**src/rtl/collatz_pkg.sv**
```systemverilog
// Shared types and result codes for the Collatz iteration engine.
package collatz_pkg;

  // Engine control states.
  typedef enum logic [1:0] {
    IDLE = 2'd0,
    RUN  = 2'd1,
    DONE = 2'd2
  } state_t;

  // Result codes reported on err.
  localparam logic [1:0] ERR_OK    = 2'd0;
  localparam logic [1:0] ERR_ZERO  = 2'd1;
  localparam logic [1:0] ERR_OVF   = 2'd2;
  localparam logic [1:0] ERR_LIMIT = 2'd3;

endpackage

```
**src/rtl/collatz_step.sv**
```systemverilog
// One combinational Collatz step: n/2 for even n, 3n+1 for odd n.
// The odd branch is formed two bits wider than n so that any carry out
// of the WIDTH-bit range is visible as an overflow instead of wrapping.
module collatz_step #(
  parameter int WIDTH = 16
) (
  input  logic [WIDTH-1:0] n,
  output logic [WIDTH-1:0] next,
  output logic             ovf,
  output logic             is_one
);

  logic [WIDTH+1:0] tripled;

  // Select the successor of n and flag a 3n+1 result that no longer fits.
  always_comb begin
    tripled = {1'b0, n, 1'b0} + {2'b00, n} + {{(WIDTH+1){1'b0}}, 1'b1};
    next    = {1'b0, n[WIDTH-1:1]};
    ovf     = 1'b0;
    if (n[0]) begin
      next = tripled[WIDTH-1:0];
      ovf  = |tripled[WIDTH+1:WIDTH];
    end
    is_one = (next == {{(WIDTH-1){1'b0}}, 1'b1});
  end

endmodule

```
**src/rtl/collatz_engine.sv**
```systemverilog
// Collatz iteration engine: loads a start value, applies one step per clock,
// counts steps until n reaches 1 and tracks the largest value seen.
// Runs end on reaching 1, on a 3n+1 overflow or on hitting the step limit;
// an abort drops back to IDLE silently with partial results left in place.
module collatz_engine
  import collatz_pkg::*;
#(
  parameter int WIDTH     = 16,
  parameter int CNT_WIDTH = 8,
  parameter int MAX_STEPS = 2**CNT_WIDTH - 1
) (
  input  logic                 clk,
  input  logic                 rst,
  input  logic                 start,
  input  logic [WIDTH-1:0]     n_in,
  input  logic                 abort,
  output logic                 busy,
  output logic                 done,
  output logic [CNT_WIDTH-1:0] steps,
  output logic [WIDTH-1:0]     peak,
  output logic [1:0]           err
);

  // Step count that ends a run which has not yet reached 1.
  localparam logic [CNT_WIDTH:0] STEP_LIMIT = (CNT_WIDTH+1)'(MAX_STEPS);

  localparam logic [WIDTH-1:0] N_ZERO = '0;
  localparam logic [WIDTH-1:0] N_ONE  = {{(WIDTH-1){1'b0}}, 1'b1};

  state_t             state;
  logic [WIDTH-1:0]   n_q;
  logic [WIDTH-1:0]   step_next;
  logic               step_ovf;
  logic               step_is_one;
  logic [CNT_WIDTH:0] steps_inc;

  collatz_step #(
    .WIDTH(WIDTH)
  ) u_step (
    .n      (n_q),
    .next   (step_next),
    .ovf    (step_ovf),
    .is_one (step_is_one)
  );

  // Incremented count, one bit wider so the limit compare cannot wrap.
  always_comb begin
    steps_inc = {1'b0, steps} + {{CNT_WIDTH{1'b0}}, 1'b1};
  end

  // Control FSM with registered busy/done and the per-run result registers.
  always_ff @(posedge clk) begin
    if (rst) begin
      state <= IDLE;
      n_q   <= '0;
      steps <= '0;
      peak  <= '0;
      err   <= ERR_OK;
      busy  <= 1'b0;
      done  <= 1'b0;
    end else begin
      case (state)
        IDLE: begin
          done <= 1'b0;
          busy <= 1'b0;
          if (start) begin
            n_q   <= n_in;
            peak  <= n_in;
            steps <= '0;
            err   <= ERR_OK;
            if (n_in == N_ZERO) begin
              err   <= ERR_ZERO;
              state <= DONE;
              done  <= 1'b1;
            end else if (n_in == N_ONE) begin
              state <= DONE;
              done  <= 1'b1;
            end else begin
              state <= RUN;
              busy  <= 1'b1;
            end
          end
        end

        RUN: begin
          if (abort) begin
            state <= IDLE;
            busy  <= 1'b0;
          end else if (step_ovf) begin
            err   <= ERR_OVF;
            state <= DONE;
            busy  <= 1'b0;
            done  <= 1'b1;
          end else begin
            n_q   <= step_next;
            steps <= steps_inc[CNT_WIDTH-1:0];
            if (step_next > peak) begin
              peak <= step_next;
            end
            if (step_is_one) begin
              err   <= ERR_OK;
              state <= DONE;
              busy  <= 1'b0;
              done  <= 1'b1;
            end else if (steps_inc == STEP_LIMIT) begin
              err   <= ERR_LIMIT;
              state <= DONE;
              busy  <= 1'b0;
              done  <= 1'b1;
            end
          end
        end

        DONE: begin
          state <= IDLE;
          done  <= 1'b0;
          busy  <= 1'b0;
        end

        default: begin
          state <= IDLE;
          done  <= 1'b0;
          busy  <= 1'b0;
        end
      endcase
    end
  end

endmodule

```
**config.mk**
```make
export PLATFORM = sky130hd
export DESIGN_NAME = collatz_engine
export DESIGN_NICKNAME = d
export VERILOG_FILES = /design/src/rtl/collatz_pkg.sv /design/src/rtl/collatz_step.sv /design/src/rtl/collatz_engine.sv
export SDC_FILE = /design/constraint.sdc
export NUM_CORES = 1
export LEC_CHECK = 0
export BUFFER_PORTS_ARGS = -buffer_cell sky130_fd_sc_hd__buf_2
export CAP_MARGIN = 20
export CORE_MARGIN = 4
export CORE_UTILIZATION = 56
export DETAILED_ROUTE_END_ITERATION = 7
export GPL_TIMING_DRIVEN = 0
export HOLD_SLACK_MARGIN = 0.03
export PLACE_DENSITY = 0.88
export SKIP_LAST_GASP = 1
export SYNTH_ARGS = -nofsm -noshare
export SYNTH_HDL_FRONTEND = slang
export SYNTH_SLANG_ARGS = --single-unit
```
**constraint.sdc**
```tcl
create_clock -name clk -period 7.86 [get_ports clk]
set_clock_uncertainty 0.15 [all_clocks]
set_input_delay 0.786 -clock clk [delete_from_list [all_inputs] [get_ports clk]]
set_output_delay 0.786 -clock clk [all_outputs]
set_load 0.02 [all_outputs]
```
# Word level (Yosys, flattened, before mapping)
# Cells that the tools add are included.
# word_totals
ff_bits,46
inputBits,20
out_inout_bits,28
wordCells,75
# classes
add_sub_neg,3
n_lt_le_gt_ge,1
eq_ne,10
mux,45
reduce_logical,9
# ops
operator,count
16-bit 2-to-1 mux,7
16-bit one-hot mux with 2 select lines,2
"16-bit by 1-bit == test with 1-bit output, second input constant",2
2-bit 2-to-1 mux,12
8-bit 2-to-1 mux,3
17-bit by 16-bit adder with 18-bit output,1
"18-bit by 1-bit adder with 18-bit output, second input constant",1
16-bit > comparator,1
16-bit logical NOT,1
1-bit 2-to-1 mux,16
8-bit one-hot mux with 2 select lines,1
"8-bit by 1-bit adder with 9-bit output, second input constant",1
"9-bit by 8-bit == test with 1-bit output, second input constant",1
"2-bit != test, second input constant",4
2-bit one-hot mux with 2 select lines,2
4-bit AND reduction,2
"5-bit != test, second input constant",1
5-bit AND reduction,1
"4-bit != test, second input constant",1
1-bit one-hot mux with 2 select lines,2
2-bit AND reduction,2
"2-bit by 1-bit == test with 1-bit output, second input constant",1
2-bit logical NOT,1
2-bit nonzero test,1
2-bit OR reduction,1

# Longest topological paths before layout
# Gate-level depths: netlist of run 1.
# depth
ltp_word,8
mapped_depth,19
mapped_depth_nobuf,18

# Modules after synthesis
# A second synthesis of run 1 with hierarchy kept.
# unflattened
hier_cells,450
area_unflattened_um2,3633.5
# modules_own_cells
module,n_inst,cells_per_inst,area_per_inst_um2
collatz_engine,1,298,2529.9
collatz_step,1,152,1103.6

# Worst setup path before layout of run 1
# Ideal clock, no wire load.
# synth_path
kind,reg-to-reg
from,register n_q[0]
to,register peak[10]
setup_time_ns,0.070
t_arrival_ns,3.972
required_ns,7.640
setup_slack_ns,3.668
stages_incl_launch_ff,20
n_path_buf,2
synth_period_minus_slack_ns,4.192
cell_sequence,dfxtp_1 > inv_1 > clkbuf_1 > ha_1 > nand2b_4 > a2111oi_4 > nor3_1 > and3_1 > o41ai_4 > ha_1 > and4_1 > a211o_1 > a21oi_1 > nand2_1 > a211oi_1 > nor3_1 > o21ai_1 > buf_2 > o21ai_0 > a21oi_1
# synth_between
elab_chain_len,7
word_cells_on_any_way,13
# synth_rtl
element,line_no,text
"start, declared",collatz_engine.sv:31,logic [WIDTH-1:0] n_q;
"start signal, assigned",collatz_engine.sv:67,n_q <= n_in;
"start signal, assigned",collatz_engine.sv:95,n_q <= step_next;
branches (longest 7 deep; another with 17-bit by 16-bit adder with 18-bit output),n/a,
"end signal, assigned",collatz_engine.sv:68,peak <= n_in;
"end signal, assigned",collatz_engine.sv:98,peak <= step_next;
"end, declared",collatz_engine.sv:20,"output logic [WIDTH-1:0] peak,"
# Parallel ways; which one is timed is not known. The select of a mux whose other input is x is not followed.
# A chain may end at the register's enable or synchronous reset.

# Final worst setup path of run 1
# layout_path
from,register n_q[0]
to,register peak[1]
# Same word-level chain as after synthesis.

==> results_dict.tcl, run 1 <==
set metrics [dict create \
    status "completed" \
    critical_path_peak_fanout 10 \
    synthArstFlopShare_pct 0 \
    path_clk_slew_ps 90 \
    vdd_drop_max_v 0.000167 \
    slew-limit-headroom_pct 53.6 \
    synth-warning-count 0 \
    seqPwrFrac_pct 34.9 \
    fin_nets 607 \
    wire_per_inst_um 19.0 \
    die_height_um 90.2 \
    cell_count_after_synthesis 496 \
    numCtsBuffers 5 \
    pin_count_of_the_biggest_net_entering_global_routing 14 \
    clkSinkCount 46 \
    netlist_top_cells_area "sky130_fd_sc_hd__dfxtp_1 (24%), sky130_fd_sc_hd__ha_1 (12%), sky130_fd_sc_hd__a21oi_1 (7.8%)" \
    power.switching_fraction_pct 44.3 \
    timing_max_transition_violations_final 0 \
    count_of_flip_flops_with_a_built_in_enable_after_synthesis 0 \
    viasPerCell 6.50 \
    dominantRegCellSynth "sky130_fd_sc_hd__dfxtp_1" \
    netlist.top_cell.by_area "sky130_fd_sc_hd__dfxtp_1" \
    critical_path.endpoint_type "flip-flop" \
    die_width_um 90.2 \
    cts-htree-levels 2 \
    netlist_top_cells_count "sky130_fd_sc_hd__nand2_1 (65), sky130_fd_sc_hd__a21oi_1 (59), sky130_fd_sc_hd__dfxtp_1 (46)" \
    worstSetupStartpointType "flip-flop" \
    finalCritPeriodShare_pct 65.1 \
    synth.top_cell.area_share_pct 24.3 \
    via_count 4078 \
    synth.ff_latch_count 46 \
    total_internal_power_mw 0.470 \
    mappedNetlistNets 553 \
    final.setup.tns_ps 0 \
    tritoncts "built" \
    share_comb_of_total_power_pct 48.1 \
    arrival_ps 5190 \
    num_rows 29 \
    setup_viol 0 \
    clock_tree.buffer_depth 2 \
    ctsResizeCount 0 \
    routed_wirelength_um 11900 \
    min_path_type "flip-flop to flip-flop" \
    clkPwrFrac_pct 17.0 \
    placeableCoreArea_um2 6460 \
    yosysUniqueCellTypes 68 \
    drt-pass1-iter-count 5 \
    finalHoldWorstSlack_ps 303 \
    gp_congestion 0.977 \
    antenna_found_initial 0 \
    cts_setup_buffers 0 \
    postRouteAntennaNets 0 \
    post-route-drc-count 0 \
    place.detailed.hpwl_um 9320 \
    clock_insertion_delay_worst_skew_ps 300 \
    area.growth.synth_to_final_pct 10.9 \
    pwr_density_cell_nw_per_um2 201 \
    worst_margin_pin_slew_ps 689 \
    finalHoldViolCount 0 \
    total_switching_power_mw 0.374 \
    grt_remaining_overflow 0 \
    antennaDiodeCount 0 \
    power_leakage_nw 1.81 \
    period_needed_ps 5110 \
    global_route_wire_length_before_repair_um 19200 \
    drive_gt1_share_pct 15.3 \
    grt_pass1_vias 3882 \
    fp.dieArea_um2 8130 \
    io_pins 48 \
    unrepaired_setup_endpoints_after_global_routing "no" \
    grt_util_all_layers_pct 28.5 \
    worst-endpoint-required_ps 7940 \
    detailedRoute.firstIterationViolations 531 \
    io_buffers 47 \
    starting_density_of_the_core_pct 58.6 \
    root_buffer "sky130_fd_sc_hd__clkbuf_8" \
    netlist_area_um2 3780 \
    maxClockFrequency_mhz 196 \
    criticalPathCategory "flip-flop to flip-flop" \
    synth_sequential_area_ratio_pct 24.3 \
    most_numerous_cell_in_the_yosys_netlist "sky130_fd_sc_hd__nand2_1" \
    drv.max_cap_violation_count 0 \
    hold_buffers 0 \
    avgSynthCellArea_um2 7.63 \
]
-- path summary, 6_finish.rpt --
| check | startpoint | endpoint | slack, ps | cells after the start |
|---|---|---|---|---|
| max reg2reg | n_q[0] | peak[1] | 2750 | 19 |
| max | n_q[0] | peak[1] | 2750 | 19 |
| min | err[0] | err[0] | 300 | 2 |
| min reg2reg | err[0] | err[0] | 300 | 2 |
-- kinds of logic after synthesis --
family	count (synthesis)	share of synthesized area, %
and+or+nand+nor	162	21.1
muxes	15	4.17
buffers and inverters	63	6.52
DFF	46	24.3
adders and majority gates	37	12.4
xor gates and xnor gates	13	3.01
AOI/OAI and AO/OA	160	28.4
-- area by class of cell --
type                            instances  area (µm²)
Buffer                                 26         108
Clock buffer                            6        72.6
Clock inverter                          1        7.51
Fill cell                             560        2260
Inverter                               37         139
Multi-Input combinational cell        387        2620
Sequential cell                        46         921
Tap cell                               77        96.3
Timing Repair Buffer                   47         235
-- critical path: stages (launching register included) --
cell	delay, ps
sky130_fd_sc_hd__dfxtp_1	470
sky130_fd_sc_hd__inv_1	130
sky130_fd_sc_hd__clkbuf_1	260
sky130_fd_sc_hd__ha_1	420
sky130_fd_sc_hd__nand2b_4	70
sky130_fd_sc_hd__a2111oi_4	420
sky130_fd_sc_hd__nor3_1	150
sky130_fd_sc_hd__and3_1	220
sky130_fd_sc_hd__o41ai_4	530
sky130_fd_sc_hd__ha_1	340
sky130_fd_sc_hd__and4_1	210
sky130_fd_sc_hd__a211o_1	290
sky130_fd_sc_hd__a21oi_1	240
sky130_fd_sc_hd__nand2_1	90
sky130_fd_sc_hd__a211oi_1	210
sky130_fd_sc_hd__nor3_1	120
sky130_fd_sc_hd__o21ai_1	210
sky130_fd_sc_hd__buf_2	260
sky130_fd_sc_hd__o21ai_0	90
sky130_fd_sc_hd__a21oi_1	150
-- routing by layer --
layer  routed length, µm  track usage, %  vias to the layer above  part of all wire, %
met1                5090            38.9                     1894                   43
li1                    -               -                     1902                    -
met2                5300            45.0                      243                   44
met3                1150            5.51                       39                  9.7
met5                   0               0                        -                    0
met4                 368            9.57                        0                  3.1
-- power by group through the flow --
stage          registers (mW)  logic (mW)  clock network, mW
5_1_grt                 0.298       0.441              0.153
3_3_place_gp            0.296       0.382                  0
3_5_place_dp            0.298       0.392                  0
2_1_floorplan           0.310       0.265                  0
4_1_cts                 0.292       0.395              0.143
6_report                0.295       0.406              0.143
-- state kept, by name (all words and copies together), names as in the netlist --
name and cells:
busy 1, done 1, err 2, n_q 16, peak 16, state 2, steps 8
-- cell usage in the layout, fill, tap and decap left out, types with 3 or more instances in the layout --
cell / instances
sky130_fd_sc_hd__mux2_2: 5
sky130_fd_sc_hd__a21oi_1: 59
sky130_fd_sc_hd__nor2_1: 24
sky130_fd_sc_hd__inv_1: 37
sky130_fd_sc_hd__nor3_1: 9
sky130_fd_sc_hd__clkbuf_1: 17
sky130_fd_sc_hd__xnor2_1: 7
sky130_fd_sc_hd__nand2b_1: 4
sky130_fd_sc_hd__o31ai_1: 4
sky130_fd_sc_hd__buf_2: 55
sky130_fd_sc_hd__xor2_1: 6
sky130_fd_sc_hd__ha_1: 36
sky130_fd_sc_hd__o211ai_1: 6
sky130_fd_sc_hd__and3_1: 4
sky130_fd_sc_hd__nand4_1: 6
sky130_fd_sc_hd__a211oi_1: 8
sky130_fd_sc_hd__nand4b_1: 3
sky130_fd_sc_hd__or4_1: 3
sky130_fd_sc_hd__a21boi_0: 3
sky130_fd_sc_hd__o21a_1: 6
sky130_fd_sc_hd__a21o_1: 4
sky130_fd_sc_hd__dfxtp_1: 46
sky130_fd_sc_hd__o21ai_0: 36
sky130_fd_sc_hd__o21bai_1: 3
sky130_fd_sc_hd__o21ai_1: 3
sky130_fd_sc_hd__nor2b_1: 3
sky130_fd_sc_hd__nand2_1: 65
sky130_fd_sc_hd__clkbuf_8: 5
sky130_fd_sc_hd__or3_1: 3
sky130_fd_sc_hd__nor4_1: 6
sky130_fd_sc_hd__mux2i_1: 9
sky130_fd_sc_hd__nand3_1: 20
sky130_fd_sc_hd__and2_1: 3
-- through the flow --
stage | area [µm²] | std cells | setup slack (ps) | power, mW | util [%]
detailed placement | 4110 | 620 | 2890 | 0.690 | 63.7
global placement | 4110 | 620 | 2960 | 0.678 | 63.7
global route | 4190 | 627 | 2460 | 0.892 | 64.9
finish | 4190 | 627 | 2750 | 0.844 | 64.9
floorplan | 3780 | 496 | 3670 | 0.575 | -
CTS | 4190 | 627 | 2860 | 0.831 | 64.9
Note: power is estimated with default switching activity, not from simulation.
==> run 2: changes to the inputs <==
==> constraint.sdc (replaced) <==
create_clock -name clk -period 5.4 [get_ports clk]
set_clock_uncertainty 0.15 [all_clocks]
set_input_delay 0.54 -clock clk [delete_from_list [all_inputs] [get_ports clk]]
set_output_delay 0.54 -clock clk [all_outputs]
set_load 0.02 [all_outputs]
==> results_dict.tcl, run 2 (same netlist as run 1, synthesis figures left out) <==
set metrics [dict create \
    finalCritPeriodShare_pct 92.2 \
    viasPerCell 6.55 \
    critical_path_peak_fanout 10 \
    tritoncts "built" \
    criticalPathCategory "flip-flop to flip-flop" \
    fin_nets 607 \
    clock_insertion_delay_worst_skew_ps 300 \
    most-common-layout-cells "sky130_fd_sc_hd__nand2_1 (65), sky130_fd_sc_hd__a21oi_1 (59), sky130_fd_sc_hd__buf_2 (55), sky130_fd_sc_hd__dfxtp_1 (46), sky130_fd_sc_hd__inv_1 (37)" \
    numCtsBuffers 5 \
    status "completed" \
    postRouteAntennaNets 0 \
    fp.dieArea_um2 8130 \
    final_area_um2 4190 \
    num-fill-cells 560 \
    ctsResizeCount 0 \
    via_count 4106 \
    pwr_density_cell_nw_per_um2 293 \
    hold_depth 2 \
    clock_tree.buffer_depth 2 \
    grt_util_all_layers_pct 28.5 \
    setup_viol 0 \
    rr_worst_depth 19 \
    min-delay-start "err[0]" \
    worst_stage_delay_on_the_critical_path_ps 470 \
    grt_pass1_vias 3882 \
    worst-endpoint-required_ps 5480 \
    drive_gt1_share_pct 15.3 \
    hold_buffers 0 \
    routed_wirelength_um 11900 \
    grt_util_met1_pct 38.9 \
    multiInputGateArea_um2 2620 \
    antennaDiodeCount 0 \
    post-route-drc-count 0 \
    crit_chain "inv_1 -> clkbuf_1 -> ha_1 -> nand2b_4 -> a2111oi_4 -> nor3_1 -> and3_1 -> o41ai_4 -> ha_1 -> and4_1 -> a211o_1 -> a21oi_1 -> nand2_1 -> a211oi_1 -> nor3_1 -> o21ai_1 -> buf_2 -> o21ai_0 -> a21oi_1" \
    finalHoldViolCount 0 \
    critPathTopFamily "compound AO/OA/AOI/OAI gates" \
    worstSetupPathDepth 19 \
    wire_per_inst_um 19.0 \
    critical_path.slowest_cell "sky130_fd_sc_hd__dfxtp_1" \
    pin_count_of_the_biggest_net_entering_global_routing 14 \
    capture_endpoint_of_the_worst_hold_path "err[0]" \
    met3_capacity_usage_during_global_routing_pct 5.51 \
    io_pins 48 \
    r2r_end "peak[10]" \
    grt_remaining_overflow 0 \
    vdd_drop_max_v 0.000243 \
    global_route.usage.met2_pct 45.0 \
    reg2reg_from "n_q[0]" \
    timing_max_transition_violations_final 0 \
    final-instance-count-excl-fill 627 \
    r2r_setup_slack_ps 420 \
    final.setup.tns_ps 0 \
    num_rows 29 \
    drt-pass1-iter-count 5 \
    regArea_um2 921 \
    path_clk_slew_ps 90 \
    place.detailed.hpwl_um 9320 \
    worst_margin_pin_slew_ps 688 \
    root_buffer "sky130_fd_sc_hd__clkbuf_8" \
    die_width_um 90.2 \
    clkSinkCount 46 \
    worstSetupStartpointType "flip-flop" \
    cts_setup_buffers 0 \
    largestRegisters "n_q (16), peak (16), steps (8)" \
    min_path_type "flip-flop to flip-flop" \
    area.growth.synth_to_final_pct 10.9 \
    period_needed_ps 4980 \
    most_frequent_standard_cell_in_the_layout_excluding_fill_and_tap_cells "sky130_fd_sc_hd__nand2_1" \
    cp_num_buf_inv 3 \
    arrival_ps 5060 \
    placeableCoreArea_um2 6460 \
    starting_density_of_the_core_pct 58.6 \
    slew-limit-headroom_pct 53.6 \
    gp_congestion 0.977 \
    die_height_um 90.2 \
    dpl_cell_area_um2 4110 \
    global_route_wire_length_before_repair_um 19200 \
    antenna_found_initial 0 \
    cts-htree-levels 2 \
    io_buffers 47 \
    placed_cells 620 \
    unrepaired_setup_endpoints_after_global_routing "no" \
    detailedRoute.firstIterationViolations 531 \
    grt_most_used_layer "met2" \
    maxClockFrequency_mhz 201 \
    drv.max_cap_violation_count 0 \
    power_leakage_nw 1.81 \
    critical_path.endpoint_type "flip-flop" \
]
-- run 2: cell counts in the layout (fill, tap and decap cells not counted) --
No cell type changed its count.
-- run 2: per-layer routing --
layer  vias to the layer above  wire length (µm)
li1                       1898                 -
met1                      1902              5140
met2                       263              5260
met3                        43              1130
met4                         0               399
met5                         -                 0
-- run 2: through the flow --
stage                     hold WS, ps  util, %  setup slack, ps  total power [mW]
final                             303     64.9              423              1.23
after global routing              329     64.9              139              1.30
after CTS                         304     64.9              399              1.21
after detailed placement          291     63.7              431              1.00
after global placement            281     63.7              503             0.986
after floorplan                   317        -             1210             0.837
-- run 2: where the power goes --
group          internal (mW)  total (mW)  switching [mW]  leakage (nW)
sequential             0.380       0.429          0.0490         0.377
clock                 0.0891       0.208           0.119        0.0373
combinational          0.215       0.592           0.377          1.39
total                  0.684        1.23           0.545          1.81
-- run 2: how the worst max path moves through the flow --
stage / startpoint / end / slack [ps]
2_1_floorplan: n_q[0] / peak[10] / 1210
3_3_place_gp: n_q[0] / peak[2] / 500
3_5_place_dp: n_q[0] / peak[1] / 430
4_1_cts: n_q[0] / peak[8] / 400
5_1_grt: n_q[0] / peak[7] / 140
6_report: n_q[0] / peak[10] / 420
-- run 2: layout make-up --
type,instances,area share (%)
inverter,37,3.31
timing repair buffer,47,5.61
buffer,26,2.57
multi-input combinational,387,62.4
clock inverter,1,0.179
clock buffer,6,1.73
tap,77,2.30
sequential,46,22.0
-- run 2: worst min-delay path, stage by stage (launching register included) --
cell,delay [ps]
sky130_fd_sc_hd__dfxtp_1,320
sky130_fd_sc_hd__inv_1,50
sky130_fd_sc_hd__a21oi_1,50
